`config.mk`:
```
export PLATFORM = sky130hd
export DESIGN_NAME = morse_seq_ctrl_flat
export DESIGN_NICKNAME = d
export VERILOG_FILES = /design/src/rtl/morse_seq_ctrl_if.sv /design/src/rtl/morse_seq_ctrl.sv /design/src/flat_wrapper.sv
export SDC_FILE = /design/constraint.sdc
export NUM_CORES = 1
export LEC_CHECK = 0
export ABC_AREA = 1
export ABC_CLOCK_PERIOD_IN_PS = 2000
export CAP_MARGIN = 40
export CORE_MARGIN = 5
export CORE_UTILIZATION = 40
export DETAILED_ROUTE_END_ITERATION = 8
export PLACE_DENSITY = 0.61
export SETUP_SLACK_MARGIN = 0.5
export SLEW_MARGIN = 25
export SYNTH_ARGS = -nofsm -noshare
export SYNTH_HDL_FRONTEND = slang
export SYNTH_SLANG_ARGS = --single-unit
```
`constraint.sdc`:
```
create_clock -name clk -period 2 [get_ports clk]
set_input_delay 0.4 -clock clk [delete_from_list [all_inputs] [get_ports clk]]
set_output_delay 0.4 -clock clk [all_outputs]
set_load 0.02 [all_outputs]
```
`src/rtl/morse_seq_ctrl_if.sv`:
```
// Handshake and LED-side signal bundle for morse_seq_ctrl.
// The message source uses the master modport; the sequencer uses slave.
interface morse_seq_ctrl_if;
    logic       in_valid;
    logic [7:0] in_char;
    logic       in_ready;
    logic       abort;
    logic [7:0] led;
    logic       busy;
    logic       done;
    logic       err;

    modport master (
        output in_valid,
        output in_char,
        output abort,
        input  in_ready,
        input  led,
        input  busy,
        input  done,
        input  err
    );

    modport slave (
        input  in_valid,
        input  in_char,
        input  abort,
        output in_ready,
        output led,
        output busy,
        output done,
        output err
    );
endinterface

```
`src/rtl/morse_seq_ctrl.sv`:
```
// Character-level Morse sequencer driving the 8-bit LED bank.
// Accepts one ASCII character per handshake, looks up its Morse pattern and
// plays marks/gaps with ITU unit timing (dot 1, dash 3, element gap 1,
// character gap 3, word gap 7 = character gap 3 + 4 extra units).
// Optional feature macro: MORSE_DIGITS_EN -- when defined, '0'..'9' map to
// their 5-element patterns; otherwise digits take the error path and the
// pattern storage shrinks to 4 elements.
module morse_seq_ctrl #(
    parameter int unsigned UNIT_CYCLES = 6_250_000,
    parameter logic [7:0]  LED_ON      = 8'hFF
) (
    input  logic            clk,
    input  logic            rst,
    morse_seq_ctrl_if.slave bus
);

`ifdef MORSE_DIGITS_EN
    localparam int unsigned MAX_LEN = 5;
    localparam int unsigned IW      = 3;
`else
    localparam int unsigned MAX_LEN = 4;
    localparam int unsigned IW      = 2;
`endif

    // Cycle counter spans the longest state (word gap, 4 units) without wrapping.
    localparam int unsigned CW = $clog2(4 * UNIT_CYCLES);

    localparam logic [CW-1:0] LAST_1U = CW'(UNIT_CYCLES - 1);
    localparam logic [CW-1:0] LAST_3U = CW'(3 * UNIT_CYCLES - 1);
    localparam logic [CW-1:0] LAST_4U = CW'(4 * UNIT_CYCLES - 1);
    // One cycle before the end of a gap: this is where done gets registered,
    // so it appears on the gap's final cycle.
    localparam logic [CW-1:0] PRE_3U  = CW'(3 * UNIT_CYCLES - 2);
    localparam logic [CW-1:0] PRE_4U  = CW'(4 * UNIT_CYCLES - 2);

    typedef enum logic [2:0] {
        S_IDLE,
        S_MARK,
        S_EGAP,
        S_CHAR_GAP,
        S_WORD_GAP
    } state_t;

    typedef enum logic [1:0] {
        K_BAD,
        K_LETTER,
        K_SPACE
    } kind_t;

    // len = element count, pat = elements right-aligned, MSB-first, 1 = dash.
    typedef struct packed {
        kind_t              kind;
        logic [2:0]         len;
        logic [MAX_LEN-1:0] pat;
    } code_t;

    function automatic code_t mk(input logic [2:0] len, input logic [4:0] pat);
        code_t c;
        c.kind = K_LETTER;
        c.len  = len;
        c.pat  = MAX_LEN'(pat);
        return c;
    endfunction

    function automatic code_t lookup(input logic [7:0] ch);
        logic [7:0] uc;
        code_t      c;
        // NOTE: every output of a combinational block gets a default first so no latch is inferred on unmatched codes.
        c  = '{kind: K_BAD, len: 3'd0, pat: '0};
        uc = (ch >= 8'h61 && ch <= 8'h7A) ? ch - 8'h20 : ch;
        case (uc)
            8'h20: c.kind = K_SPACE;
            8'h41: c = mk(3'd2, 5'b00001); // A .-
            8'h42: c = mk(3'd4, 5'b01000); // B -...
            8'h43: c = mk(3'd4, 5'b01010); // C -.-.
            8'h44: c = mk(3'd3, 5'b00100); // D -..
            8'h45: c = mk(3'd1, 5'b00000); // E .
            8'h46: c = mk(3'd4, 5'b00010); // F ..-.
            8'h47: c = mk(3'd3, 5'b00110); // G --.
            8'h48: c = mk(3'd4, 5'b00000); // H ....
            8'h49: c = mk(3'd2, 5'b00000); // I ..
            8'h4A: c = mk(3'd4, 5'b00111); // J .---
            8'h4B: c = mk(3'd3, 5'b00101); // K -.-
            8'h4C: c = mk(3'd4, 5'b00100); // L .-..
            8'h4D: c = mk(3'd2, 5'b00011); // M --
            8'h4E: c = mk(3'd2, 5'b00010); // N -.
            8'h4F: c = mk(3'd3, 5'b00111); // O ---
            8'h50: c = mk(3'd4, 5'b00110); // P .--.
            8'h51: c = mk(3'd4, 5'b01101); // Q --.-
            8'h52: c = mk(3'd3, 5'b00010); // R .-.
            8'h53: c = mk(3'd3, 5'b00000); // S ...
            8'h54: c = mk(3'd1, 5'b00001); // T -
            8'h55: c = mk(3'd3, 5'b00001); // U ..-
            8'h56: c = mk(3'd4, 5'b00001); // V ...-
            8'h57: c = mk(3'd3, 5'b00011); // W .--
            8'h58: c = mk(3'd4, 5'b01001); // X -..-
            8'h59: c = mk(3'd4, 5'b01011); // Y -.--
            8'h5A: c = mk(3'd4, 5'b01100); // Z --..
`ifdef MORSE_DIGITS_EN
            8'h30: c = mk(3'd5, 5'b11111); // 0 -----
            8'h31: c = mk(3'd5, 5'b01111); // 1 .----
            8'h32: c = mk(3'd5, 5'b00111); // 2 ..---
            8'h33: c = mk(3'd5, 5'b00011); // 3 ...--
            8'h34: c = mk(3'd5, 5'b00001); // 4 ....-
            8'h35: c = mk(3'd5, 5'b00000); // 5 .....
            8'h36: c = mk(3'd5, 5'b10000); // 6 -....
            8'h37: c = mk(3'd5, 5'b11000); // 7 --...
            8'h38: c = mk(3'd5, 5'b11100); // 8 ---..
            8'h39: c = mk(3'd5, 5'b11110); // 9 ----.
`endif
            default: c = '{kind: K_BAD, len: 3'd0, pat: '0};
        endcase
        return c;
    endfunction

    state_t             state_q;
    logic [CW-1:0]      cnt_q;
    logic [IW-1:0]      idx_q;
    logic [IW-1:0]      last_idx_q;
    logic [MAX_LEN-1:0] elem_q;    // remaining elements, current one at the MSB
    logic [7:0]         led_q;
    logic               ready_q;
    logic               busy_q;
    logic               done_q;
    logic               err_q;

    code_t              in_code;
    logic [MAX_LEN-1:0] in_aligned;
    logic               accept;
    logic [CW-1:0]      mark_last;

    assign in_code    = lookup(bus.in_char);
    // Left-align the pattern so the first element sits at the MSB.
    assign in_aligned = in_code.pat << (3'(MAX_LEN) - in_code.len);
    assign accept     = bus.in_valid && ready_q;
    assign mark_last  = elem_q[MAX_LEN-1] ? LAST_3U : LAST_1U;

    // Sequencer FSM: state, counters and all registered outputs.
    always_ff @(posedge clk or posedge rst) begin
        if (rst) begin
            state_q    <= S_IDLE;
            cnt_q      <= '0;
            idx_q      <= '0;
            last_idx_q <= '0;
            elem_q     <= '0;
            led_q      <= 8'h00;
            ready_q    <= 1'b0;
            busy_q     <= 1'b0;
            done_q     <= 1'b0;
            err_q      <= 1'b0;
        end else begin
            // NOTE: sequential state uses non-blocking assignments so every register samples pre-edge values.
            done_q <= 1'b0;
            err_q  <= 1'b0;
            case (state_q)
                S_IDLE: begin
                    ready_q <= 1'b1;
                    if (accept) begin
                        ready_q <= 1'b0;
                        cnt_q   <= '0;
                        case (in_code.kind)
                            K_LETTER: begin
                                state_q    <= S_MARK;
                                idx_q      <= '0;
                                last_idx_q <= IW'(in_code.len - 3'd1);
                                elem_q     <= in_aligned;
                                led_q      <= LED_ON;
                                busy_q     <= 1'b1;
                            end
                            K_SPACE: begin
                                state_q <= S_WORD_GAP;
                                busy_q  <= 1'b1;
                            end
                            default: begin
                                err_q <= 1'b1;
                            end
                        endcase
                    end
                end

                S_MARK: begin
                    if (bus.abort) begin
                        state_q    <= S_IDLE;
                        cnt_q      <= '0;
                        idx_q      <= '0;
                        last_idx_q <= '0;
                        elem_q     <= '0;
                        led_q      <= 8'h00;
                        busy_q     <= 1'b0;
                        ready_q    <= 1'b1;
                    end else if (cnt_q == mark_last) begin
                        cnt_q  <= '0;
                        led_q  <= 8'h00;
                        elem_q <= elem_q << 1;
                        idx_q  <= idx_q + 1'b1;
                        state_q <= (idx_q == last_idx_q) ? S_CHAR_GAP : S_EGAP;
                    end else begin
                        cnt_q <= cnt_q + 1'b1;
                    end
                end

                S_EGAP: begin
                    if (bus.abort) begin
                        state_q    <= S_IDLE;
                        cnt_q      <= '0;
                        idx_q      <= '0;
                        last_idx_q <= '0;
                        elem_q     <= '0;
                        led_q      <= 8'h00;
                        busy_q     <= 1'b0;
                        ready_q    <= 1'b1;
                    end else if (cnt_q == LAST_1U) begin
                        cnt_q   <= '0;
                        led_q   <= LED_ON;
                        state_q <= S_MARK;
                    end else begin
                        cnt_q <= cnt_q + 1'b1;
                    end
                end

                S_CHAR_GAP: begin
                    if (bus.abort) begin
                        state_q    <= S_IDLE;
                        cnt_q      <= '0;
                        idx_q      <= '0;
                        last_idx_q <= '0;
                        elem_q     <= '0;
                        led_q      <= 8'h00;
                        busy_q     <= 1'b0;
                        ready_q    <= 1'b1;
                    end else if (cnt_q == LAST_3U) begin
                        state_q    <= S_IDLE;
                        cnt_q      <= '0;
                        idx_q      <= '0;
                        last_idx_q <= '0;
                        busy_q     <= 1'b0;
                        ready_q    <= 1'b1;
                    end else begin
                        cnt_q  <= cnt_q + 1'b1;
                        done_q <= (cnt_q == PRE_3U);
                    end
                end

                S_WORD_GAP: begin
                    if (bus.abort) begin
                        state_q <= S_IDLE;
                        cnt_q   <= '0;
                        led_q   <= 8'h00;
                        busy_q  <= 1'b0;
                        ready_q <= 1'b1;
                    end else if (cnt_q == LAST_4U) begin
                        state_q <= S_IDLE;
                        cnt_q   <= '0;
                        busy_q  <= 1'b0;
                        ready_q <= 1'b1;
                    end else begin
                        cnt_q  <= cnt_q + 1'b1;
                        done_q <= (cnt_q == PRE_4U);
                    end
                end

                default: begin
                    state_q <= S_IDLE;
                    cnt_q   <= '0;
                    led_q   <= 8'h00;
                    busy_q  <= 1'b0;
                    ready_q <= 1'b1;
                end
            endcase
        end
    end

    assign bus.in_ready = ready_q;
    assign bus.led      = led_q;
    assign bus.busy     = busy_q;
    assign bus.done     = done_q;
    assign bus.err      = err_q;

endmodule

```
`src/flat_wrapper.sv`:
```
// flat-port wrapper written by rule: the top's interface ports become plain ports
module morse_seq_ctrl_flat 
#(
    parameter int unsigned UNIT_CYCLES = 6_250_000,
    parameter logic [7:0]  LED_ON      = 8'hFF
)
  (clk, rst, bus_in_valid, bus_in_char, bus_abort, bus_in_ready, bus_led, bus_busy, bus_done, bus_err);
  morse_seq_ctrl_if bus_i ();
  input  logic clk;
  input  logic rst;
  input wire logic [$bits(bus_i.in_valid)-1:0] bus_in_valid;
  input wire logic [$bits(bus_i.in_char)-1:0] bus_in_char;
  input wire logic [$bits(bus_i.abort)-1:0] bus_abort;
  output wire logic [$bits(bus_i.in_ready)-1:0] bus_in_ready;
  output wire logic [$bits(bus_i.led)-1:0] bus_led;
  output wire logic [$bits(bus_i.busy)-1:0] bus_busy;
  output wire logic [$bits(bus_i.done)-1:0] bus_done;
  output wire logic [$bits(bus_i.err)-1:0] bus_err;
  assign bus_i.in_valid = bus_in_valid;
  assign bus_i.in_char = bus_in_char;
  assign bus_i.abort = bus_abort;
  assign bus_in_ready = bus_i.in_ready;
  assign bus_led = bus_i.led;
  assign bus_busy = bus_i.busy;
  assign bus_done = bus_i.done;
  assign bus_err = bus_i.err;
  morse_seq_ctrl #(.UNIT_CYCLES(UNIT_CYCLES), .LED_ON(LED_ON)) u_core (.clk(clk), .rst(rst), .bus(bus_i));
endmodule
```
Word-level counts from Yosys, hierarchy flattened
Index checks and enable logic that the tools add are counted.
W data, S select, Z words.
{"block": "op_classes", "eq_ne": 52, "shift": 1, "muxes": 74, "addsub": 5, "reduce_logical": 18, "magnitude_cmp": 2}
{"operator": "$mux W25", "count": 10}
{"operator": "$eq A8 B7 Y1 const B", "count": 26}
{"operator": "$pmux W7 S26", "count": 1}
{"operator": "$pmux W25 S5", "count": 1}
{"operator": "$eq A25 B25 Y1 const B", "count": 4}
{"operator": "$mux W8", "count": 8}
{"operator": "$pmux W8 S4", "count": 1}
{"operator": "$mux W3", "count": 9}
{"operator": "$reduce_or A26 Y1", "count": 1}
{"operator": "$add A25 B1 Y25 const B", "count": 1}
{"operator": "$eq A25 B23 Y1 const B", "count": 1}
{"operator": "$eq A25 B25 Y1", "count": 1}
{"operator": "$mux W1", "count": 21}
{"operator": "$mux W4", "count": 5}
{"operator": "$reduce_and A5 Y1", "count": 4}
{"operator": "$mux W2", "count": 9}
{"operator": "$pmux W3 S5", "count": 1}
{"operator": "$ne A3 B2 Y1 const B", "count": 4}
{"operator": "$pmux W4 S3", "count": 1}
{"operator": "$reduce_and A6 Y1", "count": 2}
{"operator": "$eq A8 B6 Y1 const B", "count": 1}
{"operator": "$ge A8 B7 Y1 const B", "count": 1}
{"operator": "$le A8 B7 Y1 const B", "count": 1}
{"operator": "$ne A2 B1 Y1 const B", "count": 4}
{"operator": "other kinds (25)", "count": 34}
{"block": "totals", "wordCells": 162, "out_inout_bits": 12, "register_bits": 48, "inputBits": 12}

Logic depth before layout (Yosys ltp)
{"block": "logic_depth", "word_depth": 11, "ltp_mapped": 22, "mapped_depth_nobuf": 22}

Least setup slack after synthesis
OpenSTA, ideal clock, no wires.
{"block": "synth_timing", "kind": "input -> register", "from": "input bus_in_char[1]", "to": "register u_core.elem_q[1]", "path_slack_ns": -0.804, "t_arrival_ns": 2.687, "path_stages": 19, "t_required_ns": 1.883, "path_buffers": 1, "setup_time_ns": 0.117, "path_cell_list": "buf_2 nand2_2 nor2_1 nand2_1 nand3_4 nand2_4 a21oi_2 nand2_2 o21ai_0 nor3_1 nand3_1 ha_1 nor2_1 nor2_1 nand2_1 nor2_1 o21ai_0 nor2_1 nor2_1"}
{"block": "synth_between", "elab_chain_cells": 10, "word_cells_on_any_way": 43, "classes_between": "add/sub (2); order compare (2); eq/ne (29); shift (1); mux (6); reduce/logical (3)"}
{"element": "start: declaration", "line": "flat_wrapper.sv:12", "source": "input wire logic [$bits(bus_i.in_char)-1:0] bus_in_char;"}
{"element": "$ge A8 B7 Y1 / $le A8 B7 Y1 (equally long branches)", "line": "morse_seq_ctrl.sv:70", "source": "uc = (ch >= 8'h61 && ch <= 8'h7A) ? ch - 8'h20 : ch;"}
{"element": "$logic_and A1 B1 Y1", "line": "morse_seq_ctrl.sv:70"}
{"element": "$mux W8 *", "line": "morse_seq_ctrl.sv:70"}
{"element": "$eq A8 B7 Y1", "line": "morse_seq_ctrl.sv:71", "source": "case (uc)"}
{"element": "$pmux W7 S26", "line": "morse_seq_ctrl.sv:71"}
{"element": "$sub A3 B3 Y3", "line": "morse_seq_ctrl.sv:134", "source": "assign in_aligned = in_code.pat << (3'(MAX_LEN) - in_code.len);"}
{"element": "$shl A4 B3 Y4", "line": "morse_seq_ctrl.sv:134"}
{"element": "$mux W4", "line": "morse_seq_ctrl.sv:161", "source": "case (in_code.kind)"}
{"element": "$mux W4", "line": "morse_seq_ctrl.sv:158", "source": "if (accept) begin"}
{"element": "$pmux W4 S3", "line": "morse_seq_ctrl.sv:155", "source": "case (state_q)"}
{"element": "end signal: assignment", "line": "morse_seq_ctrl.sv:166", "source": "elem_q <= in_aligned;"}
{"element": "end signal: assignment", "line": "morse_seq_ctrl.sv:194", "source": "elem_q <= elem_q << 1;"}
{"element": "end: declaration", "line": "morse_seq_ctrl.sv:120", "source": "logic [MAX_LEN-1:0] elem_q;"}
Mark *: on every way between the ends. The rest lies on a longest branch, timed or not. The select of a mux whose other input is x is not followed.
A chain may end at the register's enable or synchronous reset.

Worst setup path after layout
{"block": "layout_timing", "from": "input bus_in_char[0]", "to": "register u_core.idx_q[1]"}
{"block": "layout_between", "elab_chain_cells": 9, "word_cells_on_any_way": 37, "classes_between": "add/sub (1); order compare (2); eq/ne (29); mux (2); reduce/logical (3)"}
{"element": "$ge A8 B7 Y1 / $le A8 B7 Y1 (equally long branches)", "line": "morse_seq_ctrl.sv:70"}
{"element": "$logic_and A1 B1 Y1", "line": "morse_seq_ctrl.sv:70"}
{"element": "$mux W8 *", "line": "morse_seq_ctrl.sv:70"}
{"element": "$eq A8 B7 Y1", "line": "morse_seq_ctrl.sv:71"}
{"element": "$reduce_or A26 Y1 (no line)"}
{"element": "$pmux W2 S2 *", "line": "morse_seq_ctrl.sv:71"}
{"element": "$eq A2 B1 Y1 *", "line": "morse_seq_ctrl.sv:161"}
{"element": "$ne A2 B2 Y1 (no line) *"}
{"element": "$reduce_and A6 Y1 (no line) *"}
{"element": "end signal: assignment", "line": "morse_seq_ctrl.sv:195", "source": "idx_q <= idx_q + 1'b1;"}
{"element": "end: declaration", "line": "morse_seq_ctrl.sv:118", "source": "logic [IW-1:0] idx_q;"}
Mark *: on every way between the ends. The rest lies on a longest branch, timed or not.

==> run summary <==
Mapped Cells = 526
Final setup viols = 40
sum of negative setup slack = -11,160 ps
clk sinks = 41
P per Cell Area = 771.9 nW/um^2
Req. time, crit path = 2180 ps
highest clock rate = 0.3816 GHz
critical path's top delay family = simple AND/OR/NAND/NOR gates
GRT Overall Usage = 21.91%
clock skew = 11.30 ps
CP endpoint kind = flip-flop
core area = 8636 um^2
worst-path cell chain = buf_6, buf_6, nor2_4, nand2_2, nand3_2, nand2_4, nand3_2, nand2_2, nor2_4, buf_12, nand2_8, o21ai_4, nor3_2, nand3_1, ha_2, nor2_4, nor2_4, nand2_4, nor2_4, nand3_2, a21oi_2, o22ai_2
Psw = 2155 uW
DIE HEIGHT = 103.6 um
clock slew at reported path FFs = 90 ps
Starting Density = 40.55%
ranking of synthesized cells by area = dfrtp_1, nand2_1, inv_1
RSZ-0062 raised after global routing = true
WP buf/inv = 3
# diodes = 0
via count = 4,463
Vias/cell = 5.345
deepest clock path buffer count = 2
Final period util = 131.0%
Post-synth EDFFs = 0
part of the power in the clock network = 12.1%
Mapped Area = 3502 um^2
FF+latch count, synth = 41
Gate power share = 64.1%
DP Cell Count = 772
Num CTS Buffers = 5
library cells used by synthesis = 43
total grt overflow = 0
RePlAce Congestion = 0.9140
Layout Nets = 744
drt first pass iters = 5
crit path DAT = 2800 ps
count of final hold-check violations = 0
CTS tree = built
largest net degree at the start of global routing = 42
area delta synth->final = 74.60%
Worst slew margin = 71.13%
clock root cell = clkbuf_8
detailed-route wire length per cell = 15.34 um
largest area contributor in the netlist = dfrtp_1
Worst Max-Slew Pin Slew = 429.4 ps
CP max FO = 7
Seq pwr share = 23.8%
CP startpoint kind = primary input
Max Cap Violations = 0
register area share after synthesis = 29.30%
I/O Buffers = 23
top cell type's share of synthesized area = 29.30%
Row Count = 34
share of layout cells above drive strength 1 = 50.76%
Internal = 2565 uW
H-tree levels = 2
Die X = 103.6 um
final setup margin = -620.8 ps
FFs w/ async S/R, synth = 100.0%
Layout Cells excl Fill = 835
Leak = 0.002833 uW
slowest stage cell, crit path = ha_2
# DRC = 0
Top FF cell, synth = dfrtp_1
Largest stage delay, worst path = 210 ps
Switching Share = 45.66%
Critical Path Most Common Cell = nor2_4
YS warnings = 0
clk_lat worst skew = 310 ps
Crit Path Class = in -> reg
Die ar. = 10,730 um^2
DPL Wire Length = 8531 um
failing checks = setup timing
initial antenna violation count = 0
syn_area_per_cell = 6.658 um^2
Post-Syn Nets = 544
Area after DPL = 4938 um^2
Routed WL = 12,810 um
Final ANT Viol Nets = 0
Peak VDD IR = 0.5576 mV
first-pass GRT wire length = 20,040 um
IO Count = 24
vias in the first global route = 4,486
outcome = finished with violations
Final Max Tran Viols = 0
initial DRC count = 206
Min-Delay Path Class = in -> async
fin area = 6115 um^2
Tmin final = 2621 ps
[stage by stage]
step           utilization (%)  worst slack, ps  hold WS [ps]  power [uW]
2_1_floorplan                -           -639.2         471.8        2473
3_3_place_gp             57.19            -1325         490.6        3276
3_5_place_dp             57.19            -1457         497.3        3317
4_1_cts                  64.72           -593.8         429.6        4261
5_1_grt                  70.81           -759.9         458.4        4970
6_report                 70.81           -620.8         434.6        4720
[power groups by stage]
stage	clock (uW)	sequential, uW	combinational (uW)
5_1_grt	614	1140	3210
3_3_place_gp	0	1130	2140
3_5_place_dp	0	1140	2180
2_1_floorplan	0	1140	1330
4_1_cts	584	1120	2560
6_report	569	1120	3030
[flip-flops by register name (all words and copies together), names as in the netlist]
register and count:
u_core.cnt_q 25, u_core.elem_q 4, u_core.state_q 3, u_core.idx_q 2, u_core.last_idx_q 2, u_core.bus.busy 1
u_core.bus.done 1, u_core.bus.err 1, u_core.bus.in_ready 1, u_core.bus.led 1
[worst min-delay path: stages]
cell and delay, ps:
clkdlybuf4s50_1 400, clkinv_1 80, buf_12 240
[logic make-up (layout without fill, tap and decap cells)]
family / count (synthesis) / count (layout) / share of synthesized area [%]
AOI/OAI and AO/OA: 81 / 81 / 14.43
xor gates and xnor gates: 13 / 13 / 3.251
and+or+nand+nor: 289 / 289 / 39.48
adders and majority gates: 6 / 6 / 2.144
DFF: 41 / 41 / 29.30
buffers and inverters: 96 / 297 / 11.40
[cell usage in the layout (no fill, tap or decap), types with 7 or more instances in the layout]
| cell | count |
|---|---|
| a21oi_1 | 13 |
| buf_4 | 166 |
| buf_6 | 23 |
| dfrtp_1 | 40 |
| inv_1 | 60 |
| inv_2 | 11 |
| nand2_1 | 76 |
| nand2_2 | 29 |
| nand3_1 | 28 |
| nand3_2 | 15 |
| nand4_1 | 24 |
| nor2_1 | 54 |
| nor2_2 | 7 |
| nor2_4 | 19 |
| o21ai_1 | 7 |
| o21ai_2 | 9 |
| o22ai_2 | 12 |
| xor2_1 | 10 |
[synth_stat cells (all sizes together) (2+ instances only)]
cell type / instances
xor2: 11
o22ai: 18
nand4: 24
o31ai: 2
o211ai: 3
buf: 12
nor4: 7
o32ai: 2
dfrtp: 41
o41ai: 2
a21oi: 22
a31oi: 3
o21ai: 25
xnor2: 2
nand3b: 3
nand2: 112
ha: 6
clkbuf: 7
or2: 2
nor2: 80
nor3: 14
inv: 77
nand3: 46
[layout make-up]
cell class / instances / area, um^2
multi-input cells: 389 / 2754
clock inverters: 3 / 17.52
well taps: 108 / 135.1
repair buffers: 212 / 1802
inverters: 77 / 310.3
fillers: 686 / 2521
flip-flops and latches: 41 / 1027
clock buffers: 5 / 68.82
[what timing repair did]
action,in CTS,in global routing
setup buffers,35,18
cloned,2,0
setup endpoints to repair,53,46
resized for setup,139,102
pin swaps,38,51
hold buffers,0,0
[worst paths after layout]
path	startpoint	endpoint	slack (ps)	depth (start not counted)
setup / recovery	bus_in_char[0]	u_core.idx_q[1]	-620	22
hold / removal	rst	u_core.cnt_q[18]	430	3
setup reg to reg	u_core.cnt_q[0]	u_core.cnt_q[20]	-290	13
hold reg to reg	u_core.last_idx_q[0]	u_core.last_idx_q[0]	510	2
max in group asynchronous	rst	u_core.elem_q[1]	1350	3
min in group clk	u_core.last_idx_q[0]	u_core.last_idx_q[0]	510	2
[routing by layer]
metal  share of wire (%)  routed length, um  vias up  GRT usage [%]
li1                    -                  -     2158              -
met1                  40               5161     2119          25.47
met2                  53               6770      136          39.66
met3                 3.1                396       50          2.612
met4                 3.7                480        0          10.12
met5                   0                  0        -              0
Note: power is estimated with default switching activity, not from simulation.
